==> config.mk <==
export PLATFORM = sky130hd
export DESIGN_NAME = alu_seq_ctrl
export DESIGN_NICKNAME = d
export VERILOG_FILES = /design/src/rtl/alu_seq_ctrl.sv
export SDC_FILE = /design/constraint.sdc
export NUM_CORES = 1
export LEC_CHECK = 0
export ABC_AREA = 1
export CORE_MARGIN = 5
export CORE_UTILIZATION = 30
export CTS_BUF_LIST = sky130_fd_sc_hd__clkbuf_8
export CTS_CLUSTER_SIZE = 25
export DETAILED_ROUTE_END_ITERATION = 10
export GPL_TIMING_DRIVEN = 0
export SYNTH_ARGS = -nofsm -noshare
export SYNTH_HDL_FRONTEND = slang
export SYNTH_SLANG_ARGS = --single-unit
==> constraint.sdc <==
create_clock -name sysclk -period 3.8 [get_ports sysclk]
set_input_delay 0.57 -clock sysclk [delete_from_list [all_inputs] [get_ports sysclk]]
set_output_delay 0.57 -clock sysclk [all_outputs]
set_load 0.1 [all_outputs]
==> src/rtl/alu_seq_ctrl.sv <==
`default_nettype none
// ============================================================================
// Module      : alu_seq_ctrl
// Description : Sequencer for an 8-bit add/shl ALU. It owns a 4-entry register
//               file, issues one instruction at a time and writes the result
//               back. Optional overflow flag output under ALU_SEQ_OVF_EN.
// Revision    : 1.0 - initial release
// ============================================================================
module alu_seq_ctrl #(
    parameter int NREGS   = 4,
    parameter int DW      = 8,
    parameter int ALU_LAT = 1
) (
    input  logic          sysclk,
    input  logic          rst,
    input  logic          in_valid,
    output logic          in_ready,
    input  logic [7:0]    in_instr,
    input  logic          ld_valid,
    input  logic [1:0]    ld_addr,
    input  logic [DW-1:0] ld_data,
    input  logic [1:0]    rd_addr,
    output logic [DW-1:0] rd_data,
    output logic [DW-1:0] alu_a,
    output logic [DW-1:0] alu_b,
    output logic [2:0]    alu_imm,
    output logic          alu_op,
    input  logic [DW-1:0] alu_result,
    output logic          done,
    output logic [DW-1:0] res
`ifdef ALU_SEQ_OVF_EN
    ,
    output logic          ovf
`endif
);

    localparam int CW = $clog2(ALU_LAT + 1);

    typedef enum logic [1:0] {
        S_IDLE = 2'd0,
        S_WAIT = 2'd1,
        S_WB   = 2'd2
    } state_t;

    state_t        r_state;
    logic [CW-1:0] r_cnt;
    logic [1:0]    r_rd;
    logic [DW-1:0] r_regs [NREGS];

    wire [1:0] w_rd  = in_instr[6:5];
    wire [1:0] w_rs1 = in_instr[4:3];
    wire [1:0] w_rs2 = in_instr[1:0];

    assign in_ready = (r_state == S_IDLE) && !ld_valid;
    assign rd_data  = r_regs[rd_addr];

`ifdef ALU_SEQ_OVF_EN
    localparam int SW = $clog2(DW) + 1;

    // Flag is derived from the issued operands, which are held stable until WB.
    logic [DW-1:0] w_sum;
    logic [SW-1:0] w_rsh;
    logic          w_ovf;
    always_comb begin
        w_sum = alu_a + alu_b;
        w_rsh = SW'(DW) - SW'(alu_imm);
        if (alu_op)
            w_ovf = (w_sum < alu_a);
        else if (alu_imm == 3'd0)
            w_ovf = 1'b0;
        else
            w_ovf = |(alu_a >> w_rsh);
    end
`endif

    always_ff @(posedge sysclk) begin
        if (rst) begin
            r_state <= S_IDLE;
            r_cnt   <= '0;
            r_rd    <= '0;
            for (int i = 0; i < NREGS; i++) r_regs[i] <= '0;
            alu_a   <= '0;
            alu_b   <= '0;
            alu_imm <= '0;
            alu_op  <= 1'b0;
            done    <= 1'b0;
            res     <= '0;
`ifdef ALU_SEQ_OVF_EN
            ovf     <= 1'b0;
`endif
        end else begin
            done <= 1'b0;
            case (r_state)
                S_IDLE: begin
                    if (ld_valid) begin
                        r_regs[ld_addr] <= ld_data;
                    end else if (in_valid) begin
                        alu_a   <= r_regs[w_rs1];
                        alu_b   <= in_instr[7] ? r_regs[w_rs2] : '0;
                        alu_imm <= in_instr[2:0];
                        alu_op  <= in_instr[7];
                        r_rd    <= w_rd;
                        r_cnt   <= CW'(ALU_LAT);
                        r_state <= S_WAIT;
                    end
                end
                S_WAIT: begin
                    r_cnt <= r_cnt - CW'(1);
                    if (r_cnt == CW'(1)) r_state <= S_WB;
                end
                S_WB: begin
                    r_regs[r_rd] <= alu_result;
                    res          <= alu_result;
                    done         <= 1'b1;
`ifdef ALU_SEQ_OVF_EN
                    ovf          <= w_ovf;
`endif
                    r_state      <= S_IDLE;
                end
                default: r_state <= S_IDLE;
            endcase
        end
    end

endmodule
`default_nettype wire

==> results of run 1 <==
-- metrics by stage --
step / setup slack, ns / util [%] / hold WS [ns]
after floorplan: 0.609 / - / 0.426
after global routing: 0.135 / 39.8 / 0.488
after CTS: 0.232 / 39.8 / 0.463
after detailed placement: 0.237 / 38.3 / 0.451
final: 0.198 / 39.8 / 0.461
after global placement: 0.268 / 38.3 / 0.434
-- worst paths after layout --
check                  to  cells after the start
max            rd_data[5]                      6
max reg2reg  r_regs[3][0]                      5
min                 r_cnt                      2
min reg2reg         r_cnt                      2
-- logic make-up after synthesis --
group,count (synthesis)
compound gates,76
buf+inv,85
flops,66
simple gates,216
-- metal layers --
layer	share of wire [%]	global-route usage, %
met5	0	0
met2	47	23.2
met1	46	18.6
met3	6.1	3.53
met4	1.5	5.79
-- layout by cell type, fill, tap and decap left out, types with 2 or more instances in the layout --
cell type        netlist  routed
clkbuf_1               5       5
a21oi_1               46      46
nand3_2                2       2
nor2_1                46      46
clkbuf_8               0       9
clkinvlp_4             0       2
nand2_1              121     121
clkinv_2               0       2
inv_2                  9       9
o211ai_1               9       9
nand2_2                5       5
edfxtp_1              32      32
buf_2                 14      14
o21ai_0               21      21
nand3_1               33      33
clkdlybuf4s50_1        0      65
dfxtp_1               34      34
nor2_4                 4       4
inv_1                 54      55
-- worst max-delay path: stages --
cell and delay, ns:
clkdlybuf4s50_1 0.40, inv_1 0.16, clkbuf_1 0.36, a21oi_1 0.08
a21oi_1 0.28, clkdlybuf4s50_1 1.19
-- registers in the layout (all words and copies together) (netlist names) --
| name | count |
|---|---|
| alu_a | 8 |
| r_cnt | 1 |
| r_state | 2 |
| res | 8 |
| r_rd | 2 |
| alu_imm | 3 |
| alu_op | 1 |
| alu_b | 8 |
| r_regs | 32 |
| done | 1 |
-- cell type report --
type | count | area [um^2]
Sequential cell | 66 | 1640
Clock inverter | 7 | 46.3
Timing Repair Buffer | 65 | 651
Multi-Input combinational cell | 292 | 1330
Tap cell | 140 | 175
Fill cell | 1136 | 6520
Inverter | 64 | 240
Buffer | 21 | 108
Clock buffer | 9 | 124
-- power by group through the flow --
stage               Combinational [mW]  Clock (mW)  Sequential, mW
floorplan                        0.210           0           0.908
global placement                 0.414           0           0.827
detailed placement               0.418           0           0.828
CTS                              0.419       0.536           0.812
global route                     0.446       0.574           0.816
finish                           0.416       0.517           0.812
==> impl_metrics.ini, run 1 <==
[logic_synthesis]
synthDistinctLibCells = 23
yosys-top-cells-area = edfxtp_1, dfxtp_1, nand2_1
synthXorXnorAreaFrac_pct = 0
synthFlopType = dfxtp_1
synth_mux_area_share_pct = 0
synth-simple-area-share_pct = 28.0
yosys.area.top_type_share_pct = 28.9
synth.largest_area_cell = edfxtp_1
synthCells = 443
yosysWarnings = 0
yosys-top-cells-count = nand2_1, inv_1, a21oi_1, nor2_1, dfxtp_1
syn-num-nets = 475
synth_most_common_cell = nand2_1
synthAdderAreaFrac_pct = 0
synth-compound-area-share_pct = 12.1
async_reset_ff_share_pct = 0
ys_seq_elements = 66
yosysSeqAreaShare_pct = 49.4
synth_area_per_cell_um2 = 7.50
synth_top_family_by_area = simple AND/OR/NAND/NOR gates
synth_edf_count = 32
synth_area_um2 = 3320

[worst_setup_path]
end_kind = primary output
r2r_start = r_state[1]
startpoint_type = input pin
worst_ep_arrival_time_ns = 3.03
ff2ff_setup_slack_ns = 1.60
crit_path_start = rd_addr[1]
cp.required_ns = 3.23
cp_max_fo = 10
crit_type = in2out

[grt]
grt_overflow_total = 0
track_usage_pct = 14.4
grt_max_degree = 13
grt_pass1_wl_mm = 14.9
antenna_found_initial = 0
grt_pass1_vias = 3038

[timing]
tns_ns = 0
drv_slew = 0
hold_viol_final = 0
skew_ns = 0.0141
rsz0062_at_grt = false
fin_crit_sh_pct = 94.8
slew_headroom_pct = 26.7
min_period_ns = 3.60
fmax_mhz = 278
finalSetupViolCount = 0
worst_slew_pin_slew_ns = 1.09

[cts]
post_cts_buffers = 0
clk_pin_slew_ns = 0.08
clk_path_buf_depth = 2
cts_resized = 0
cts_hold_buf = 0
clock_latency_ns = 0.34
numCtsBuffers = 9
htreeDepth = 3
cts.sinks = 66
cts_tree = done
clockRootBuffer = clkbuf_8

[finish]
final_cells = 664
antenna_cells = 0
fin_area_um2 = 4320
layout.nets = 551
area_delta_synth_final_pct = 30.0
drive_gt1_share_pct = 10.1

[placement]
place_area_um2 = 4150
gp_congestion = 0.933
place_hpwl_mm = 7.26
io_buffer_count = 65
dp.cells = 648

[routing]
via_count = 3023
drt_iter0_drc = 190
antenna_left = 0
wl_mm = 9.19
wl_per_cell_um = 13.8
drcViolationCount = 0
via_per_inst = 4.55
dr.pass1.iters = 4

[flow_run]
max_cap_viol_count = 0

[floorplan]
rows = 38
fp.dieArea_um2 = 13300
io_pins = 70
start_util_pct = 30.7
dieHeight_um = 115
fp.dieW_um = 115
core_um2 = 10800

[pwr]
ir_drop_v = 0.000145
power_frac_clock_pct = 29.6
p_per_area_nw_per_um2 = 404
power_frac_comb_pct = 23.8
p_leak_nw = 1.85
swShare_pct = 34.9
p_total_mw = 1.75
seqPwrFrac_pct = 46.5
switchingPower_mw = 0.610
p_int_mw = 1.14

[hold_path]
min_from = r_cnt
hold_path_class = reg2reg

[run_status]
status = finished, final reports clean
Power figures use the tool's default switching activity.
==> run 2, diff against run 1 <==
==> constraint.sdc (replaced) <==
create_clock -name sysclk -period 3.8 [get_ports sysclk]
set_input_delay 0.57 -clock sysclk [delete_from_list [all_inputs] [get_ports sysclk]]
set_output_delay 0.57 -clock sysclk [all_outputs]
set_load 0.01 [all_outputs]
==> results of run 2 <==
The final DEF is identical to that of run 1. Status: finished, final reports clean.
Among the figures that moved: setup slack after placement 0.237 ns -> 0.826 ns; setup slack after layout 0.198 ns -> 0.797 ns; total power 1.75 mW -> 1.60 mW; worst IR drop on VDD 0.000145 V -> 0.000132 V
